$ cat src/rtl/approx_mult_pkg.sv
// rtl/approx_mult_pkg.sv - shared constants, FSM state type and K clamp for the approximate multiplier
package approx_mult_pkg;

   localparam int OP_W   = 16;
   localparam int PROD_W = 32;
   localparam int CNT_W  = 4;
   localparam int K_MAX  = 16;
   localparam int K_W    = 5;

   typedef enum logic [1:0] {
      ST_IDLE = 2'd0,
      ST_RUN  = 2'd1,
      ST_DONE = 2'd2
   } state_t;

   // A row only has OP_W columns, so larger K requests collapse to "all approximate"
   function automatic logic [K_W-1:0] sat_k(input logic [K_W-1:0] k);
      return (k > K_W'(K_MAX)) ? K_W'(K_MAX) : k;
   endfunction

endpackage

$ cat src/rtl/approx_row_adder.sv
// rtl/approx_row_adder.sv - one 16-column adder row, low k columns approximate, stateless
module approx_row_adder
   import approx_mult_pkg::*;
(
   input  logic [OP_W-1:0] a,
   input  logic [OP_W-1:0] b,
   input  logic [K_W-1:0]  k,
   output logic [OP_W-1:0] sum,
   output logic            cout,
   output logic            hit
);

   // Ripple carry across columns; the approximate cell keeps the exact carry
   // but drops the sum bit when all three inputs are one, which is what hit flags
   always_comb begin : ripple
      logic c;
      logic maj;
      c    = 1'b0;
      maj  = 1'b0;
      sum  = '0;
      hit  = 1'b0;
      cout = 1'b0;
      for (int j = 0; j < OP_W; j++) begin
         maj = (a[j] & b[j]) | (a[j] & c) | (b[j] & c);
         if (j < int'(k)) begin
            sum[j] = (a[j] | b[j] | c) & ~maj;
            hit    = hit | (a[j] & b[j] & c);
         end else begin
            sum[j] = a[j] ^ b[j] ^ c;
         end
         c = maj;
      end
      cout = c;
   end

endmodule

$ cat src/rtl/approx_mult_seq_ctrl.sv
// rtl/approx_mult_seq_ctrl.sv - sequential shift-add multiplier with run-time approximate low columns
module approx_mult_seq_ctrl
   import approx_mult_pkg::*;
(
   input  logic              clk,
   input  logic              rst,
   input  logic              start_valid,
   output logic              start_ready,
   input  logic [OP_W-1:0]   op_a,
   input  logic [OP_W-1:0]   op_b,
   input  logic [K_W-1:0]    approx_k,
   output logic              res_valid,
   input  logic              res_ready,
   output logic [PROD_W-1:0] product,
   output logic              approx_hit,
   output logic              busy
);

   state_t            state_q;
   state_t            state_d;
   logic [OP_W-1:0]   a_q;
   logic [OP_W-1:0]   b_q;
   logic [K_W-1:0]    k_q;
   logic [PROD_W:0]   acc_q;
   logic [CNT_W-1:0]  cnt_q;
   logic              hit_q;

   logic [OP_W-1:0]   row_addend;
   logic [OP_W-1:0]   row_sum;
   logic              row_cout;
   logic              row_hit;
   logic              last_run;
   logic              unused_acc_msb;

   assign row_addend     = b_q[cnt_q] ? a_q : '0;
   assign last_run       = (cnt_q == CNT_W'(OP_W - 1));
   assign product        = (state_q == ST_DONE) ? acc_q[PROD_W-1:0] : '0;
   assign approx_hit     = hit_q;
   assign unused_acc_msb = acc_q[PROD_W];

   approx_row_adder u_row (
      .a    (acc_q[PROD_W-1:OP_W]),
      .b    (row_addend),
      .k    (k_q),
      .sum  (row_sum),
      .cout (row_cout),
      .hit  (row_hit)
   );

   // State register
   always_ff @(posedge clk) begin
      if (rst) begin
         state_q <= ST_IDLE;
      end else begin
         state_q <= state_d;
      end
   end

   // Next state and handshake outputs; start_ready is masked while rst is held
   always_comb begin
      state_d     = state_q;
      start_ready = 1'b0;
      res_valid   = 1'b0;
      busy        = 1'b1;
      case (state_q)
         ST_IDLE: begin
            busy        = 1'b0;
            start_ready = ~rst;
            if (start_valid) state_d = ST_RUN;
         end
         ST_RUN: begin
            if (last_run) state_d = ST_DONE;
         end
         ST_DONE: begin
            res_valid = 1'b1;
            if (res_ready) state_d = ST_IDLE;
         end
         default: begin
            state_d = ST_IDLE;
         end
      endcase
   end

   // Operand latch on accept, one partial-product row per RUN cycle, shift right into acc
   always_ff @(posedge clk) begin
      if (rst) begin
         a_q   <= '0;
         b_q   <= '0;
         k_q   <= '0;
         acc_q <= '0;
         cnt_q <= '0;
         hit_q <= 1'b0;
      end else begin
         case (state_q)
            ST_IDLE: begin
               if (start_valid) begin
                  a_q   <= op_a;
                  b_q   <= op_b;
                  k_q   <= sat_k(approx_k);
                  acc_q <= '0;
                  cnt_q <= '0;
                  hit_q <= 1'b0;
               end
            end
            ST_RUN: begin
               acc_q <= {row_cout, row_sum, acc_q[OP_W-1:0]} >> 1;
               hit_q <= hit_q | row_hit;
               cnt_q <= cnt_q + 1'b1;
            end
            default: begin
            end
         endcase
      end
   end

endmodule
$ cat config.mk
export PLATFORM = sky130hd
export DESIGN_NAME = approx_mult_seq_ctrl
export DESIGN_NICKNAME = d
export VERILOG_FILES = /design/src/rtl/approx_mult_pkg.sv /design/src/rtl/approx_row_adder.sv /design/src/rtl/approx_mult_seq_ctrl.sv
export SDC_FILE = /design/constraint.sdc
export NUM_CORES = 1
export LEC_CHECK = 0
export CAP_MARGIN = 30
export CORE_ASPECT_RATIO = 1.1
export CORE_UTILIZATION = 45
export DETAILED_ROUTE_END_ITERATION = 12
export PLACE_DENSITY_LB_ADDON = 0.1
export SETUP_SLACK_MARGIN = 0.2
export SYNTH_ARGS = -nofsm -noshare
export SYNTH_HDL_FRONTEND = slang
export SYNTH_SLANG_ARGS = --single-unit
$ cat constraint.sdc
create_clock -name clk -period 8 [get_ports clk]
set_input_delay 2 -clock clk [delete_from_list [all_inputs] [get_ports clk]]
set_output_delay 2 -clock clk [all_outputs]
set_load 0.02 [all_outputs]
==> results of run 1 <==
## kinds of logic after synthesis
family / count (synthesis) / synth area share [%]
mux: 16 / 4.03
buf+inv: 70 / 6.04
compound gates: 114 / 14.3
flops: 76 / 32.7
xor+xnor: 1 / 0.188
simple gates: 270 / 27.9
fa+ha+maj: 47 / 14.8
## routing by layer
metal  part of all wire (%)  track usage, %  up-vias  wire length (um)
met5                      0               0        -                 0
met4                    2.1            8.32        0               228
met3                    3.3            4.04       18               364
met2                     46            36.3       90              5120
met1                     48            28.2     1867              5320
li1                       -               -     2092                 -
## cell type report
type	instances	area [um^2]
Sequential cell	76	1530
Inverter	27	101
Timing Repair Buffer	90	868
Tap cell	120	150
Clock buffer	9	124
Clock inverter	6	63.8
Fill cell	950	4250
Multi-Input combinational cell	448	2900
## through the flow
step	util, %	hold WS, ps	setup TNS [ps]
2_1_floorplan	-	432	0
3_3_place_gp	54.9	449	0
3_5_place_dp	55.1	449	-177
4_1_cts	57.2	460	0
5_1_grt	57.5	471	-61.6
6_report	57.5	459	0
## state kept, by name (all words and copies together), names as in the netlist
register	flops
cnt_q	4
approx_hit	1
state_q	2
b_q	16
a_q	16
k_q	5
acc_q	32
## cells in the mapped netlist, types with 6 or more instances
cell type and number:
ha_1 32, a31oi_1 9, nor3b_1 6, fa_1 14, a21oi_1 74, dfxtp_1 76
o21ai_0 7, inv_1 27, and2_1 49, nand3_1 33, nor2_1 26, mux2i_1 12
clkbuf_1 35, nor2b_1 7, nand2_1 123
## path summary, 6_finish.rpt
| kind | slack, ps | startpoint | cells after the start | to |
|---|---|---|---|---|
| min reg2reg | 460 | acc_q[10] | 2 | acc_q[9] |
| min | 460 | acc_q[10] | 2 | acc_q[9] |
| max reg2reg | 400 | cnt_q[2] | 35 | acc_q[30] |
| max | 400 | cnt_q[2] | 35 | acc_q[30] |
## power by group through the flow
stage / combinational, mW / clock, mW / sequential, mW
final: 0.145 / 0.293 / 0.413
after global routing: 0.163 / 0.317 / 0.417
after CTS: 0.146 / 0.304 / 0.414
after detailed placement: 0.145 / 0 / 0.423
after global placement: 0.142 / 0 / 0.422
after floorplan: 0.0981 / 0 / 0.414
## critical path, delay by kind of cell, from the launching register on
family | cells | cell delay, ps
fa+ha+maj | 15 | 4970
simple gates | 6 | 610
flops | 1 | 390
mux | 2 | 310
compound gates | 4 | 580
buf+inv | 8 | 600
## what timing repair did
item / CTS / global route
setup buffers: 1 / 1
gates resized for setup: 7 / 12
setup endpoints to repair: 3 / 3
pin swaps: 1 / 7
cloned: 0 / 0
## placed cells by master (no fill, tap or decap), types with 7 or more instances in the layout
| master | instances |
|---|---|
| fa_2 | 13 |
| inv_1 | 23 |
| clkdlybuf4s50_1 | 75 |
| and2_1 | 49 |
| a21oi_1 | 74 |
| clkbuf_8 | 9 |
| nand3_1 | 33 |
| buf_4 | 13 |
| nand2_1 | 123 |
| a31oi_1 | 9 |
| nor2_1 | 25 |
| ha_1 | 32 |
| dfxtp_1 | 73 |
| o21ai_0 | 7 |
| mux2i_1 | 12 |
==> results.json, run 1 <==
{
  "setup_slack_ps": 396,
  "fin_crit_ps": 7600,
  "core_um2": 9980,
  "routed_wl_um": 11000,
  "critPathKind": "flip-flop to flip-flop",
  "rsz0062_at_grt": "true",
  "p_sw_share_pct": 30.1,
  "path_clk_slew_ps": 90,
  "fp.dieW_um": 99.0,
  "ir_drop_v": 0.0000909,
  "clkPwrFrac_pct": 34.4,
  "internal_power_mw": 0.595,
  "worstSkewPairLatency_ps": 350,
  "ctsHoldBuffers": 0,
  "stdcell_count": 776,
  "gr-usage-all-layers_pct": 21.8,
  "n_antenna_cell": 0,
  "max_freq_ghz": 0.132,
  "htreeDepth": 3,
  "synth_seq_cells": 76,
  "yosysWarningCount": 0,
  "crit_arrival_ps": 7820,
  "ios": 77,
  "p_sw_mw": 0.256,
  "layout.nets": 739,
  "die_area_um2": 10800,
  "worst_setup_path_end_kind": "flip-flop",
  "synth.net_count": 681,
  "drc": 0,
  "clockRootBuffer": "clkbuf_8",
  "synth_top_area_share_pct": 32.7,
  "crit_path_frequent_cell": "fa_2",
  "stdcell_area_um2": 5740,
  "async_flop_share_pct": 0,
  "power.density_nw_per_um2": 148,
  "grt_pass1_wl_um": 18700,
  "wl_per_cell_um": 14.2,
  "yosysUniqueCellTypes": 53,
  "grt_pass1_vias": 4012,
  "yosysTopAreaCell": "dfxtp_1",
  "pwr-share-comb_pct": 17.1,
  "yosys-top-cells-area": "dfxtp_1, nand2_1, ha_1",
  "cp-start-kind": "flip-flop",
  "synth_area_per_cell_um2": 7.84,
  "timing.final.crit_share_pct": 95.0,
  "dp_slack_ps": -177,
  "cts_tree": "yes",
  "synth_edf_count": 0,
  "antenna_found_initial": 0,
  "place_inst": 759,
  "via_count": 4067,
  "ant_nets": 0,
  "setup_viol": 0,
  "syn_area_um2": 4660,
  "fin_worst_skew_ps": 11.5,
  "worstPathRequired_ps": 8220,
  "grt_max_degree": 79,
  "place_congestion": 0.866,
  "worst_slew_pin_slew_ps": 826,
  "synth_ff_type": "dfxtp_1",
  "core.rowCount": 38,
  "vias_per_cell": 5.24,
  "clk_path_buf_depth": 2,
  "maxCapViolCount": 0,
  "cts_buffers": 9,
  "die_height_um": 109,
  "min_path_type": "flip-flop to flip-flop",
  "ys_seq_area_share_pct": 32.7,
  "p_leak_nw": 2.22,
  "dr.pass1.iters": 4,
  "dp_hpwl_um": 7490,
  "drive_gt1_share_pct": 9.91,
  "initial_core_util_pct": 46.7,
  "cts_sinks": 76,
  "synth_cells": 594,
  "finalHoldViolations": 0,
  "maxSlewViolCount": 0,
  "placed_area_um2": 5500,
  "outcome": "finished clean",
  "slew_headroom_pct": 44.9,
  "io_buffers": 76,
  "dr.first_iter.drc_count": 161,
  "seqPwrFrac_pct": 48.5,
  "synthToLayoutAreaGrowth_pct": 23.2,
  "cp_slowest_cell": "fa_1",
  "slowest_delay_ps": 500,
  "total_power_mw": 0.852,
  "path_max_fanout": 7,
  "grt_overflow_total": 0
}
Note: power is estimated with default switching activity, not from simulation.
==> run 2, diff against run 1 <==
CORE_ASPECT_RATIO = not set   (was 1.1)
==> run 2 against run 1 <==
Compared with the run above: combinational power about the same; design area increased by 1.9%; clock-buffer cell count unchanged; clock power increased by 6%; largest cell class unchanged; largest power group unchanged.
==> results.json, run 2 (synthesized netlist as in run 1, its figures left out) <==
{
  "mostFrequentLayoutCell": "nand2_1",
  "grt_pass1_vias": 3859,
  "routed_wl_um": 11200,
  "cp-start-kind": "flip-flop",
  "critPathKind": "flip-flop to flip-flop",
  "fin_worst_skew_ps": 16.9,
  "cp_num_buf_inv": 9,
  "die_area_um2": 10800,
  "ir_drop_v": 0.000103,
  "max_freq_ghz": 0.133,
  "core_um2": 9910,
  "gr-usage-all-layers_pct": 21.3,
  "worstSkewPairLatency_ps": 370,
  "maxCapViolCount": 0,
  "cts_buffers": 9,
  "slowest_delay_ps": 500,
  "cp_top_family": "adder cells",
  "reg.largest.list": "acc_q: 32 flops, a_q: 16 flops, b_q: 16 flops",
  "min_path_type": "flip-flop to flip-flop",
  "grt_pass1_wl_um": 18600,
  "ant_nets": 0,
  "vias_per_cell": 5.28,
  "clk_path_buf_depth": 2,
  "via_count": 4211,
  "place_congestion": 0.835,
  "wl_per_cell_um": 14.1,
  "clockRootBuffer": "clkbuf_8",
  "grt_max_degree": 78,
  "drive_gt1_share_pct": 11.0,
  "hold_slack_ps": 456,
  "maxSlewViolCount": 0,
  "crit_path_frequent_cell": "fa_2",
  "dp_hpwl_um": 7640,
  "rsz0062_at_grt": "true",
  "worst_setup_path_end_kind": "flip-flop",
  "initial_core_util_pct": 47.0,
  "largest_reg_flops": 32,
  "io_buffers": 76,
  "dp_slack_ps": -177,
  "path_clk_slew_ps": 90,
  "p_leak_nw": 2.27,
  "core.rowCount": 36,
  "setup_viol": 0,
  "ctsHoldBuffers": 0,
  "fin_crit_ps": 7540,
  "cp_slowest_cell": "fa_1",
  "top_register": "acc_q",
  "mostFrequentLayoutCells": "nand2_1, dfxtp_1, clkdlybuf4s50_1",
  "cts_tree": "yes",
  "worstPathRequired_ps": 8230,
  "finalHoldViolations": 0,
  "power.density_nw_per_um2": 150,
  "n_antenna_cell": 0,
  "timing.final.crit_share_pct": 94.2,
  "layout.nets": 746,
  "cts_sinks": 76,
  "ios": 77,
  "antenna_found_initial": 0,
  "worst_slew_pin_slew_ps": 819,
  "fp.dieW_um": 104,
  "setup_slack_ps": 464,
  "outcome": "finished clean",
  "path_max_fanout": 7,
  "dr.first_iter.drc_count": 239,
  "synthToLayoutAreaGrowth_pct": 25.5,
  "die_height_um": 104,
  "htreeDepth": 3,
  "crit_arrival_ps": 7770,
  "drc": 0,
  "grt_overflow_total": 0,
  "dr.pass1.iters": 4,
  "slew_headroom_pct": 45.4
}
[run 2: cell count changes in the layout (fill, tap and decap cells not counted), sizes merged]
cell | before | now
inv | 28 | 31
clkinv | 2 | 1
clkinvlp | 2 | 1
buf | 15 | 22
[run 2: metal layers]
metal	share of wire (%)	GRT usage, %	vias to the layer above
met5	0	0	-
met4	1.5	7.55	0
met3	4.9	3.40	14
met2	45	33.1	130
met1	48	29.9	1962
li1	-	-	2105
[run 2: report_power, final]
part,switching [mW],internal [mW],leakage (nW)
clock,0.162,0.149,0.101
sequential,0.0193,0.396,0.619
combinational,0.0885,0.0599,1.55
total,0.270,0.604,2.27
[run 2: worst min-delay path: stages (launching register included)]
cell,delay [ps]
dfxtp_1,310
nand2_1,50
a21oi_1,50
[run 2: worst paths after layout]
kind                                from  slack (ps)         to  cells past startpoint
worst max-delay path            cnt_q[2]         460  acc_q[30]                     36
worst min-delay path             b_q[12]         460    b_q[12]                      2
worst max register to register  cnt_q[2]         460  acc_q[30]                     36
worst min register to register   b_q[12]         460    b_q[12]                      2
[run 2: final cells by class]
class                      instances  area (um^2)
clock inverter                     7         81.3
sequential                        76         1520
fill                             931         4070
timing repair buffer              97          933
multi-input combinational        448         2920
tap                              133          166
clock buffer                       9          124
inverter                          27          101
[run 2: per-stage QoR]
stage / utilization (%) / TNS [ps] / cell area (um^2) / power [mW] / cells
floorplan: - / 0 / 4670 / 0.512 / 594
global placement: 55.7 / 0 / 5520 / 0.564 / 773
detailed placement: 55.9 / -177 / 5540 / 0.568 / 774
CTS: 58.6 / 0 / 5810 / 0.880 / 795
global route: 59.0 / 0 / 5840 / 0.919 / 797
finish: 59.0 / 0 / 5840 / 0.874 / 797
[run 2: what timing repair did]
item | CTS | global route
pin swaps | 5 | 6
resized for setup | 11 | 8
setup buffers | 5 | 2
endpoints found under the setup margin | 3 | 3
==> RTL change 1, RTL diff (settings of run 1) <==
Make the reset (`rst`) asynchronous in 2 clocked blocks.
--- a/src/rtl/approx_mult_seq_ctrl.sv
+++ b/src/rtl/approx_mult_seq_ctrl.sv
@@ -48,7 +48,7 @@
    );
 
    // State register
-   always_ff @(posedge clk) begin
+   always_ff @(posedge clk or posedge rst) begin
       if (rst) begin
          state_q <= ST_IDLE;
       end else begin
@@ -82,7 +82,7 @@
    end
 
    // Operand latch on accept, one partial-product row per RUN cycle, shift right into acc
-   always_ff @(posedge clk) begin
+   always_ff @(posedge clk or posedge rst) begin
       if (rst) begin
          a_q   <= '0;
          b_q   <= '0;
Function: differs if rst is asserted again (counterexample within 4 cycles, from zero or initial values and one cycle with rst high); with rst held inactive, the same outputs for 4 cycles.
==> RTL change 1 against run 1 <==
- synthesized area shrank 0.67%
- design area is 2.1% higher
- hold slack improved by 0.042 ns
- sequential share of layout area up 5.9 points
- die area shrank 0.66%
- worst setup slack better by 0.10 ns
- sequential cell count is the same
- final cell count is 12% lower
- global-route usage is 0.27 points lower
- wire length fell by 3.9%
Power is not compared: it rests on default switching activity, and its combinational part moved more than twofold at a synthesized area within 25%.
==> RTL change 1: results (changes against run 1) <==
setup_path:
  r2r_start: "cnt_q[0]"
  worstReg2RegEnd: "acc_q[30]"
  reg2regPathDepth: 29  # -17%
  crit_fanout: 5  # -2
  cp_data_arrival_time_ns: 7.73  # -0.09 ns
detailed_routing:
  num_vias: 3578  # -12%
  wl_met1_microns: 4600  # -14%
  wl_microns: 10600  # -3.9%
  wl_met2_microns: 5330  # +4.1%
  wl_met3_microns: 414  # +14%
  drtIter0Drc: 119  # -26%
logic_synthesis:
  ys_seq_area_frac: 0.411  # +0.0844
  postSynthNetCount: 565  # -17%
  synthArstFlopShare: 1.00  # +1.00
  synthCells: 477  # -20%
  ys_types: 40  # -25%
  synth_area_leaders: "dfrtp_1 41%, ha_1 8.7%, mux2_2 8.5%, fa_1 6.5%, nand2_1 5.8%"
  synth_common_cells: "76 x dfrtp_1, 71 x nand2_1, 43 x inv_1"
finish:
  final_cells: 685  # -12%
  n_fill_cell: 901  # -5.2%
  seq_cell_count: 76  # unchanged
  clkCellAreaFrac: 0.0323  # -0.000457
  layout.non_clock_buffers: 101  # +12%
  multi_input_cells: 331  # -26%
  nNetsFinal: 650  # -12%
  regArea_sq_mm: 0.00190  # +25%
  buf_share: 0.165  # +0.0140
  multi_input_area_share: 0.424  # -0.0815
  n_all_inverters: 43  # +59%
  layout-drive-gt1-share: 0.184  # +0.0850
  clock_buffers: 10  # +1
  fin_area_sq_mm: 0.00586  # +2.1%
outcome:
  outcome: "finished clean"
global_routing:
  grt_pass1_wl_microns: 17900  # -4.4%
  grt_pass1_vias: 3749  # -6.6%
  grt_usage: 0.215  # -0.00269
  grt_max_degree: 56  # -29%
place:
  dpl_cell_area_sq_mm: 0.00554  # +0.77%
  gp_congestion: 0.806  # -6.9%
  dp_cells: 657  # -13%
  dpl_worst_slack_ns: -0.105  # +0.0723 ns
  dp.final_hpwl_microns: 7320  # -2.2%
clocking:
  htreeDepth: 3  # unchanged
sta:
  clock_skew_ns: 0.0120  # +0.000519 ns
  max_slew_margin: 0.577  # +0.128
  setup_ws_ns: 0.498  # +0.101 ns
power_and_ir_drop:
  pwr-share-comb: 0.588
RTL change 1: changes by cell type after synthesis, sizes merged, moves of 5 or more:
cell / delta
a21oi: -63
and2: -30
clkbuf: -12
dfrtp: +76
dfxtp: -76
inv: +16
mux2: +33
mux2i: -12
nand2: -52
nor3b: -5
o21ai: +19
RTL change 1: cells by family (layout without fill, tap and decap cells):
kind of cell | Yosys count | count (layout) | share of synthesized area
muxes | 40 | 40 | 0.113
DFF | 76 | 76 | 0.411
AOI/OAI and AO/OA | 66 | 66 | 0.0868
buffers and inverters | 70 | 158 | 0.0600
adders and majority gates | 47 | 47 | 0.151
and+or+nand+nor | 178 | 178 | 0.178
RTL change 1: repair_timing:
item | 4_1_cts | 5_1_grt
buffers inserted | 9 | 5
gates resized for setup | 13 | 1
pin swaps | 8 | 5
endpoints found under the setup margin | 4 | 2
gates cloned | 0 | 0
RTL change 1: worst min-delay path by stage:
stage | start | end | slack (ns)
finish | acc_q[3] | acc_q[2] | 0.50
global placement | acc_q[0] | acc_q[0] | 0.48
global route | b_q[5] | b_q[5] | 0.53
floorplan | acc_q[1] | acc_q[0] | 0.45
CTS | acc_q[8] | acc_q[7] | 0.50
detailed placement | acc_q[1] | acc_q[0] | 0.48
RTL change 1: routing by layer:
metal  vias to the layer above  global-route usage
met4                         0              0.0768
met3                        20              0.0498
met2                        71               0.382
met5                         -                   0
met1                      1737               0.257
li1                       1750                   -
RTL change 1: metrics by stage:
step	total power, mW	utilization
2_1_floorplan	1.74	-
3_3_place_gp	2.04	0.555
3_5_place_dp	2.11	0.558
4_1_cts	2.50	0.585
5_1_grt	2.77	0.590
6_report	2.52	0.590
==> RTL change 2, RTL diff (config.mk and constraints of run 1) <==
Without the edit above. Set the package constant `CNT_W` to 6 (it was 4).
--- a/src/rtl/approx_mult_pkg.sv
+++ b/src/rtl/approx_mult_pkg.sv
@@ -3,7 +3,7 @@
 
    localparam int OP_W   = 16;
    localparam int PROD_W = 32;
-   localparam int CNT_W  = 4;
+   localparam int CNT_W  = 6;
    localparam int K_MAX  = 16;
    localparam int K_W    = 5;
 
Behaviour: same outputs for any inputs over 4 cycles, from zero or initial values and one cycle with rst high; that may be too few to reach the edited logic, so the function may still have changed.
==> RTL change 2 against run 1 <==
- die area shrank 1.4%
- fmax grew 0.17%
- synthesized area shrank 1.4%
- synthesized cell count shrank 1.5%
- utilization grew 1.2 points
- final cell count grew 0.64%
- total power grew 0.23%
- wire length grew 0.23%
- design area grew 1.0%
- sequential cell count grew 2
- worst setup slack gained 0.013 ns
- critical path type unchanged
==> RTL change 2: results (changes against run 1) <==
global_routing:
  grt_pass1_wl_microns: 17800  # -4.7%
  grt_max_degree: 80  # +1.3%
  grt_usage: 0.213  # -0.00505
power_and_ir_drop:
  power.internal_mw: 0.631  # +5.9%
  p_seq_frac: 0.482  # -0.003
  switching_share: 0.261  # -0.0394
logic_synthesis:
  synth-compound-area-share: 0.128  # -0.0148
  ys_types: 37  # -30%
  synth_area_leaders: "dfxtp_1 34%, nand2_1 11%, a21oi_1 9.0%, ha_1 8.7%, fa_1 6.5%"
  synth_common_cells: "136 x nand2_1, 83 x a21oi_1, 78 x dfxtp_1"
finish:
  layout.non_clock_buffers: 99  # +10%
  seq_cell_count: 78  # +2.6%
  multi_input_area_share: 0.476  # -0.0303
  n_all_inverters: 41  # +52%
  clkCellAreaFrac: 0.0384  # +0.00570
outcome:
  outcome: "finished clean"
sta:
  setup_ws_ns: 0.409  # +0.0126 ns
  max_slew_margin: 0.372  # -0.0776
  clock_skew_ns: 0.0118  # +0.000325 ns
clocking:
  post-cts-setup-buffers: 7  # +6
setup_path:
  reg2regPathDepth: 29  # -17%
detailed_routing:
  dr.pass1.iters: 8  # +4
  drtIter0Drc: 248  # +54%
  num_vias: 4132  # +1.6%
place:
  dpl_worst_slack_ns: -0.0374  # +0.140 ns
  dp_cells: 754  # -0.66%
  gp_congestion: 0.836  # -3.4%
## RTL change 2: cell types whose count changed after synthesis, moves of 4 or more
cell	delta
and2_1	-16
nand2_1	+13
nand3_1	+4
inv_1	+14
nor2b_1	-4
nor2_1	-8
mux4_1	+4
a21oi_1	+9
a31oi_1	-4
## RTL change 2: final timing paths
| kind | startpoint | endpoint | slack [ns] |
|---|---|---|---|
| setup / recovery | cnt_q[0] | acc_q[30] | 0.41 |
| hold / removal | b_q[12] | b_q[12] | 0.46 |
| setup reg to reg | cnt_q[0] | acc_q[30] | 0.41 |
| hold reg to reg | b_q[12] | b_q[12] | 0.46 |
## RTL change 2: per-layer routing
layer / vias to the layer above / global-route usage / wire length, microns
met1: 1956 / 0.261 / 4850
li1: 2056 / - / -
met5: - / 0 / 0
met2: 106 / 0.364 / 5500
met4: 0 / 0.0917 / 245
met3: 14 / 0.0446 / 460
